## config.mk

```make
export PLATFORM = sky130hd
export DESIGN_NAME = traffic_button_arbiter_flat
export DESIGN_NICKNAME = d
export VERILOG_FILES = /design/src/rtl/traffic_button_arbiter_if.sv /design/src/rtl/traffic_button_arbiter.sv /design/src/flat_wrapper.sv
export SDC_FILE = /design/constraint.sdc
export NUM_CORES = 1
export LEC_CHECK = 0
export CAP_MARGIN = 40
export CORE_ASPECT_RATIO = 0.75
export CORE_MARGIN = 4
export CORE_UTILIZATION = 50
export DETAILED_ROUTE_END_ITERATION = 16
export HOLD_SLACK_MARGIN = 0.02
export PLACE_DENSITY = 0.67
export SLEW_MARGIN = 20
export SYNTH_ARGS = -nofsm -noshare
export SYNTH_HDL_FRONTEND = slang
export SYNTH_SLANG_ARGS = --single-unit
```

## constraint.sdc

```tcl
create_clock -name clk -period 2.1 [get_ports clk]
set_input_delay 0.42 -clock clk [delete_from_list [all_inputs] [get_ports clk]]
set_output_delay 0.42 -clock clk [all_outputs]
set_load 0.03 [all_outputs]
```

## src/rtl/traffic_button_arbiter_if.sv

```systemverilog
// Request/acknowledge bundle between the button front end and the light controller side.
interface traffic_button_arbiter_if;
    logic raw_a;
    logic raw_b;
    logic green_a;
    logic green_b;
    logic button_a;
    logic button_b;
    logic pending_a;
    logic pending_b;

    // Environment side: drives buttons and greens, observes requests
    modport master (
        output raw_a, raw_b, green_a, green_b,
        input  button_a, button_b, pending_a, pending_b
    );

    // Arbiter side
    modport slave (
        input  raw_a, raw_b, green_a, green_b,
        output button_a, button_b, pending_a, pending_b
    );
endinterface

```

## src/rtl/traffic_button_arbiter.sv

```systemverilog
// Synchronises and debounces two request buttons, latches presses as pending
// requests and presents one request at a time to the traffic-light controller.
// Channel index 0 is side A, index 1 is side B.
module traffic_button_arbiter #(
    parameter int unsigned DEBOUNCE = 4
) (
    input  logic                      clk,
    input  logic                      reset,
    traffic_button_arbiter_if.slave   bus
);

    localparam int unsigned CNT_W = 8;
    localparam logic [CNT_W-1:0] CNT_LAST = CNT_W'(DEBOUNCE - 1);

    typedef enum logic [1:0] {
        IDLE    = 2'd0,
        GRANT_A = 2'd1,
        GRANT_B = 2'd2
    } state_e;

    logic [1:0]            raw_c;
    logic [1:0]            green_c;
    logic [1:0]            press_c;

    logic [1:0]            s1_q, s1_d;
    logic [1:0]            s2_q, s2_d;
    logic [1:0]            db_q, db_d;
    logic [1:0][CNT_W-1:0] cnt_q, cnt_d;
    logic [1:0]            pend_q, pend_d;
    logic [1:0]            button_q, button_d;
    state_e                state_q, state_d;
    logic                  last_a_q, last_a_d;   // 1: A served last, 0: B served last

    assign raw_c   = {bus.raw_b, bus.raw_a};
    assign green_c = {bus.green_b, bus.green_a};

    // Synchronise, debounce, detect presses and maintain pending flags
    always_comb begin
        s1_d  = raw_c;
        s2_d  = s1_q;
        db_d  = db_q;
        cnt_d = cnt_q;
        for (int i = 0; i < 2; i++) begin
            if (s2_q[i] == db_q[i]) begin
                cnt_d[i] = '0;
            end else if (cnt_q[i] == CNT_LAST) begin
                db_d[i]  = s2_q[i];
                cnt_d[i] = '0;
            end else begin
                cnt_d[i] = cnt_q[i] + CNT_W'(1);
            end
        end
        press_c = db_d & ~db_q;
        // A press on the same edge as the service acknowledge stays queued
        pend_d  = press_c | (pend_q & ~green_c);
    end

    // Arbiter next state: alternate priority on ties, hold grant until green
    always_comb begin
        state_d  = state_q;
        last_a_d = last_a_q;
        case (state_q)
            IDLE: begin
                if (pend_q[0] && (!pend_q[1] || !last_a_q)) begin
                    state_d = GRANT_A;
                end else if (pend_q[1]) begin
                    state_d = GRANT_B;
                end
            end
            GRANT_A: begin
                if (green_c[0]) begin
                    state_d  = IDLE;
                    last_a_d = 1'b1;
                end
            end
            GRANT_B: begin
                if (green_c[1]) begin
                    state_d  = IDLE;
                    last_a_d = 1'b0;
                end
            end
            default: state_d = IDLE;
        endcase
        button_d = {state_d == GRANT_B, state_d == GRANT_A};
    end

    // State and datapath registers
    always_ff @(posedge clk or posedge reset) begin
        if (reset) begin
            s1_q     <= '0;
            s2_q     <= '0;
            db_q     <= '0;
            cnt_q    <= '0;
            pend_q   <= '0;
            button_q <= '0;
            state_q  <= IDLE;
            last_a_q <= 1'b0;
        end else begin
            s1_q     <= s1_d;
            s2_q     <= s2_d;
            db_q     <= db_d;
            cnt_q    <= cnt_d;
            pend_q   <= pend_d;
            button_q <= button_d;
            state_q  <= state_d;
            last_a_q <= last_a_d;
        end
    end

    assign bus.button_a  = button_q[0];
    assign bus.button_b  = button_q[1];
    assign bus.pending_a = pend_q[0];
    assign bus.pending_b = pend_q[1];

endmodule

```

## src/flat_wrapper.sv

```systemverilog
// flat-port wrapper written by rule: the top's interface ports become plain ports
module traffic_button_arbiter_flat 
#(
    parameter int unsigned DEBOUNCE = 4
)
  (clk, reset, bus_raw_a, bus_raw_b, bus_green_a, bus_green_b, bus_button_a, bus_button_b, bus_pending_a, bus_pending_b);
  traffic_button_arbiter_if bus_i ();
  input  logic clk;
  input  logic reset;
  input wire logic [$bits(bus_i.raw_a)-1:0] bus_raw_a;
  input wire logic [$bits(bus_i.raw_b)-1:0] bus_raw_b;
  input wire logic [$bits(bus_i.green_a)-1:0] bus_green_a;
  input wire logic [$bits(bus_i.green_b)-1:0] bus_green_b;
  output wire logic [$bits(bus_i.button_a)-1:0] bus_button_a;
  output wire logic [$bits(bus_i.button_b)-1:0] bus_button_b;
  output wire logic [$bits(bus_i.pending_a)-1:0] bus_pending_a;
  output wire logic [$bits(bus_i.pending_b)-1:0] bus_pending_b;
  assign bus_i.raw_a = bus_raw_a;
  assign bus_i.raw_b = bus_raw_b;
  assign bus_i.green_a = bus_green_a;
  assign bus_i.green_b = bus_green_b;
  assign bus_button_a = bus_i.button_a;
  assign bus_button_b = bus_i.button_b;
  assign bus_pending_a = bus_i.pending_a;
  assign bus_pending_b = bus_i.pending_b;
  traffic_button_arbiter #(.DEBOUNCE(DEBOUNCE)) u_core (.clk(clk), .reset(reset), .bus(bus_i));
endmodule
```

# Word level (Yosys, flattened, before mapping)

Index checks and enable logic that the tools add are counted.
W data, S select, Z words.

Register bits: 29
Input port bits: 6
Output and inout port bits: 4
Word-level logic and storage cells: 49

$add $sub $neg: 2
Equality and inequality tests: 10
Mux-type cells: 16
Bitwise operators: 5
Reductions and logical operators: 7

Operator list:

| cell                  | number |
|---|---|
| $mux W8               | 4 |
| $add A8 B1 Y8 const B | 2 |
| $eq A8 B2 Y1 const B  | 2 |
| $mux W2               | 4 |
| $mux W1               | 6 |
| $pmux W2 S3           | 1 |
| $and A2 B2 Y2         | 2 |
| $eq A2 B1 Y1 const B  | 2 |
| $eq A2 B2 Y1 const B  | 2 |
| $ne A2 B2 Y1 const B  | 2 |
| $not A2 Y2            | 2 |
| $reduce_and A3 Y1     | 1 |
| $eq A1 B1 Y1          | 2 |
| $logic_not A1 Y1      | 2 |
| $logic_not A2 Y1      | 1 |
| $or A2 B2 Y2          | 1 |
| $pmux W1 S2           | 1 |
| $reduce_bool A2 Y1    | 1 |
| $logic_and A1 B1 Y1   | 1 |
| $logic_or A1 B1 Y1    | 1 |

# Longest topological paths before layout

Gate-level depths: netlist of run 1.

Depth in word-level cells: 6
Gate-level depth with buffers: 4
Mapped depth without buffers: 4

# Worst setup path before layout of run 1

No wires, ideal clock.

Kind: register to register
Start: register u_core.cnt_q[8] (netlist name)
End: register u_core.cnt_q[9] (netlist name)
Library setup time: 120 ps
Arrival: 1475 ps
Data required time: 1980 ps
Path slack: 505 ps
Stages on the path, launching flop included: 5
Buffers on the path: 0
Period minus slack after synthesis: 1595 ps
Path through: dfrtp_1 > ha_1 > or4b_4 > or2_1 > and3_1

RTL lines:

| what                     | RTL line                      | text |
|---|---|---|
| start: declaration       | traffic_button_arbiter.sv:28  | `logic [1:0][CNT_W-1:0] cnt_q, cnt_d;` |
| start signal: assignment | traffic_button_arbiter.sv:102 | `cnt_q <= cnt_d;` |

# Final worst setup path of run 1

Start: register u_core.pend_q[1]
End: output port bus_pending_b

RTL lines:

| what                     | RTL line                      | text |
|---|---|---|
| start: declaration       | traffic_button_arbiter.sv:29  | `logic [1:0] pend_q, pend_d;` |
| start signal: assignment | traffic_button_arbiter.sv:103 | `pend_q <= pend_d;` |
| end: declaration         | flat_wrapper.sv:17            | `output wire logic [$bits(bus_i.pending_b)-1:0] bus_pending_b;` |

No word-level cell between the ends.

==> metrics.yaml, run 1 <==
status: "finished clean"
die_w_microns: 65.4
remaining_drc_errors: 0
cp_max_fo: 4
gp_congestion: 0.819
cts_hold_buf: 0
ant_nets: 0
multi_input_area_sq_um: 482
yosysUniqueCellTypes: 30
synth_edf_count: 0
cp_num_buf_inv: 1
grt_first_pass_wirelength_microns: 3810
cts_resized: 0
pwr-share-seq: 0.535
clk_pin_slew_ps: 90
hp-class: "register to register"
nFillCells: 200
slowest_stage: "clkdlybuf4s50_1"
ios: 10
vias: 896
cp_data_arrival_time_ps: 1410
hold_viol_final: 0
leakage_nw: 0.602
insertion_delay_ps: 310
maxCapViolations: 0
irDropWorstVdd_v: 0.000413
ff_latch_area_sq_um: 726
yosysMostFrequentCell: "dfrtp_1"
nets: 137
setup_viol: 0
drv_slew: 0
row_count: 15
grt_pass1_vias: 844
p_total_mw: 1.41
numCtsBuffers: 5
portBuffers: 9
place_hpwl_microns: 1550
holdPathStages: 0
combPwrFrac: 0.233
final_layout_size_suffix_gt1_frac: 0.0775
post_cts_buffers: 0
cts-root-buf: "clkbuf_4"
yosys_warnings: 0
syn_nets: 121
cts_htree_levels: 2
swShare: 0.325
crit_family: "buffers and inverters"
overflow: 0
critPathKind: "register to output pin"
cts_sinks: 29
setup_tns_ps: 0
grt_start_max_net_pins: 30
fmax_mhz: 545
ys_seq_elements: 29
antenna_found_initial: 0
end_kind: "output pin"
synth_area_leaders: "dfrtp_1 59%, a21oi_1 4.9%, xor2_1 3.5%"
netlist_area_sq_mm: 0.00123
grt_setup_unrepaired: "false"
rr_worst_depth: 4
setup_slack_ps: 267
cp.depth: 1
slew-limit-headroom: 0.552
netlist.top_cell.by_area: "dfrtp_1"
vias_per_cell: 5.50
ys.flop_type: "dfrtp_1"
drt_iter0_drc: 63
finalWirelength_microns: 2190
worstPathRequired_ps: 1680
ys_seq_area_frac: 0.588
first_pass_iters: 4
intPower_mw: 0.955
synth_common_cells: "29 x dfrtp_1, 12 x a21oi_1, 8 x nand3_1, 8 x nor2_1, 7 x o21ai_0"
skew_ps: 11.1
synth_top_cell_area_share: 0.588
area_growth_syn_to_layout_pct: 15.4
ys_async_sr_fraction: 1.00
syn_avg_cell_area_sq_um: 10.9
cpPeakStageDelay_ps: 690
diodes: 0
start_util: 0.531
pre_cts_slack_ps: 424
cts_tree: "done"
worst_pin_slew_ps: 667
path_cells: "clkdlybuf4s50_1"
syn_inst: 113
dieArea_sq_mm: 0.00334
fin_crit_sh: 0.873
chipHeight_microns: 51.0
core_sq_mm: 0.00233
pwr_density_cell_mw_per_mm2: 992
power_switching_mw: 0.459
wl_per_cell_microns: 13.4
clockBufferDepth: 2
cp-start-kind: "register"
p_clk_frac: 0.232
layout_min_cycle_time_ps: 1830
grt.total_usage: 0.156
## area by class of cell
| type | count | share of cell area |
|---|---|---|
| tap | 34 | 0.0299 |
| sequential | 29 | 0.509 |
| multi-input combinational | 77 | 0.338 |
| timing repair buffer | 10 | 0.0685 |
| clock buffer | 7 | 0.0386 |
| inverter | 6 | 0.0158 |
## per-layer routing
layer	track usage	vias to the layer above	wire length, microns
met4	0.0828	0	34
li1	-	431	-
met1	0.206	433	1080
met5	0	-	0
met2	0.220	27	957
met3	0.0593	5	114
## path summary, 6_finish.rpt
| path | start | to | slack, ps |
|---|---|---|---|
| max | u_core.pend_q[1] | bus_pending_b | 270 |
| min | u_core.s1_q[0] | u_core.s2_q[0] | 350 |
| max reg2reg | u_core.cnt_q[8] | u_core.cnt_q[9] | 380 |
| min reg2reg | u_core.s1_q[0] | u_core.s2_q[0] | 350 |
| max in group asynchronous | reset | u_core.cnt_q[11] | 1370 |
| min in group asynchronous | reset | u_core.cnt_q[8] | 460 |
## cells by family after synthesis
group                    after synthesis  share of synthesized area
multiplexers                           1                    0.00912
flip-flops                            29                      0.588
adder cells (fa/ha/maj)                2                     0.0203
AND/OR/NAND/NOR                       39                      0.170
buffers and inverters                  7                     0.0223
XOR/XNOR                               8                     0.0567
AO/OA/AOI/OAI                         27                      0.134
## cells in the final DEF, fill, tap and decap left out, types with 2 or more instances in the layout
cell / instances
a211o_1: 2
a21oi_1: 12
and3_1: 2
clkbuf_4: 5
clkdlybuf4s50_1: 9
dfrtp_1: 29
ha_1: 2
inv_1: 6
nand2_1: 5
nand2b_1: 2
nand3_1: 8
nor2_1: 8
o21ai_0: 7
or3_1: 6
xnor2_1: 3
xor2_1: 5
## power by group through the flow
stage / Combinational [mW] / Sequential (mW) / Clock [mW]
global placement: 0.328 / 0.756 / 0
detailed placement: 0.328 / 0.764 / 0
global route: 0.372 / 0.771 / 0.370
CTS: 0.331 / 0.754 / 0.345
floorplan: 0.204 / 0.777 / 0
finish: 0.329 / 0.757 / 0.328
## metrics by stage
step	hold slack, ps	util	area, sq um	instances
floorplan	331	-	1230	113
detailed placement	336	0.589	1370	156
global route	359	0.612	1430	163
global placement	332	0.589	1370	156
finish	351	0.612	1430	163
CTS	356	0.612	1430	163
## flip-flops by register name, indices dropped and copies added, names as in the netlist
signal and flops:
u_core.pend_q 2, u_core.cnt_q 16, u_core.db_q 2, u_core.last_a_q 1
u_core.button_q 2, u_core.state_q 2, u_core.s1_q 2, u_core.s2_q 2
Power figures use the tool's default switching activity.
==> run 2, diff against run 1 <==
CELL_PAD_IN_SITES_DETAIL_PLACEMENT = 1   (was unset)
CELL_PAD_IN_SITES_GLOBAL_PLACEMENT = 1   (was unset)
CORE_UTILIZATION = 44   (was 50)
PLACE_DENSITY = 0.73   (was 0.67)
==> run 2 against run 1 <==
Clock power rose by 37%. Non-clock buffer count unchanged. First-iteration DRC count shrank 75%. Clock-buffer cell count unchanged. Wire length up 19%. Global-route usage increased by 0.35 points. Flip-flop and latch count did not move. Register-to-register slack worse by 60 ps. Largest power group unchanged.
==> metrics.yaml, run 2 (synthesized netlist as in run 1, its figures left out) <==
drt_iter0_drc: 16
p_clk_frac: 0.287
cts_tree: "done"
multi_input_area_sq_um: 482
die_w_microns: 69.2
critPathKind: "register to register"
power_switching_mw: 0.502
grt_start_max_net_pins: 30
nFillCells: 302
worst_pin_slew_ps: 745
setup_tns_ps: 0
leakage_nw: 0.615
overflow: 0
worstPathRequired_ps: 2260
core_sq_mm: 0.00264
grt_pass1_vias: 928
cp-start-kind: "register"
layout_min_cycle_time_ps: 1780
vias: 915
portBuffers: 9
clockBufferDepth: 2
cts_sinks: 29
ant_nets: 0
slew-limit-headroom: 0.500
remaining_drc_errors: 0
clk_pin_slew_ps: 70
cts_resized: 0
combPwrFrac: 0.226
dieArea_sq_mm: 0.00373
grt_first_pass_wirelength_microns: 4390
m1WireLength_microns: 1310
nets: 137
insertion_delay_ps: 270
gp_congestion: 0.770
pwr_density_cell_mw_per_mm2: 1070
hold_viol_final: 0
numCtsBuffers: 5
vias_per_cell: 5.55
cts_hold_buf: 0
hp-class: "register to register"
maxCapViolations: 0
setup_viol: 0
ff_latch_area_sq_um: 726
swShare: 0.322
largest_reg_flops: 16
pwr-share-seq: 0.487
holdPathStages: 0
fin_crit_sh: 0.849
end_kind: "register"
dr_wl_met2_microns: 1180
finalWirelength_microns: 2610
skew_ps: 10.6
antenna_found_initial: 0
cp_data_arrival_time_ps: 1950
fmax_mhz: 561
irDropWorstVdd_v: 0.000520
cts-root-buf: "clkbuf_8"
final_cell_mix: "29 x dfrtp_1, 12 x a21oi_1, 9 x clkdlybuf4s50_1, 8 x nor2_1, 8 x nand3_1"
regMostFlops: "u_core.cnt_q"
ios: 10
chipHeight_microns: 53.9
post_cts_buffers: 0
top_layer_used: "met4"
drv_slew: 0
final_layout_size_suffix_gt1_frac: 0.0775
rr_worst_depth: 4
place_hpwl_microns: 1880
fin_hold_ws_ps: 350
cts_htree_levels: 2
diodes: 0
row_count: 16
wl_met3_microns: 109
status: "finished clean"
layout_commonest_cell: "dfrtp_1"
grt.total_usage: 0.159
wl_per_cell_microns: 15.8
first_pass_iters: 4
intPower_mw: 1.06
cp_max_fo: 5
grt_setup_unrepaired: "false"
area_growth_syn_to_layout_pct: 18.1
start_util: 0.467
## run 2: per-layer routing
metal  vias up  GRT usage
met5         -          0
met4         0     0.0584
met3         2     0.0541
met2        20      0.258
met1       463      0.202
li1        430          -
## run 2: layout make-up
type	instances	area share
inverters	6	0.0154
well taps	36	0.0309
flip-flops and latches	29	0.497
clock buffers	7	0.0592
multi-input cells	77	0.330
repair buffers	10	0.0669
## run 2: power by group through the flow
stage	logic [mW]	registers, mW	clock network, mW
after global routing	0.389	0.774	0.493
after global placement	0.335	0.759	0
after floorplan	0.204	0.777	0
after CTS	0.356	0.759	0.460
after detailed placement	0.350	0.768	0
final	0.353	0.760	0.449
## run 2: final timing paths
kind,slack [ps],end,from
worst max-delay path,320,u_core.db_q[1],u_core.cnt_q[8]
worst min-delay path,350,u_core.s2_q[1],u_core.s1_q[1]
worst max register to register,320,u_core.db_q[1],u_core.cnt_q[8]
worst min register to register,350,u_core.s2_q[1],u_core.s1_q[1]
max in group asynchronous,1310,u_core.cnt_q[11],reset
min in group asynchronous,520,u_core.pend_q[1],reset
## run 2: through the flow
step | cell area (sq um) | worst slack (ps) | instances | total power [mW] | utilization
final | 1460 | 318 | 165 | 1.56 | 0.552
after global routing | 1460 | 271 | 165 | 1.66 | 0.552
after CTS | 1460 | 312 | 165 | 1.57 | 0.552
after detailed placement | 1370 | 386 | 158 | 1.12 | 0.519
after global placement | 1370 | 473 | 158 | 1.09 | 0.519
after floorplan | 1230 | 505 | 113 | 0.981 | -
## run 2: worst max-delay path, stage by stage (launching register included)
cell	delay, ps
dfrtp_1	410
ha_1	240
or4b_4	490
or2_1	280
o21ai_0	260
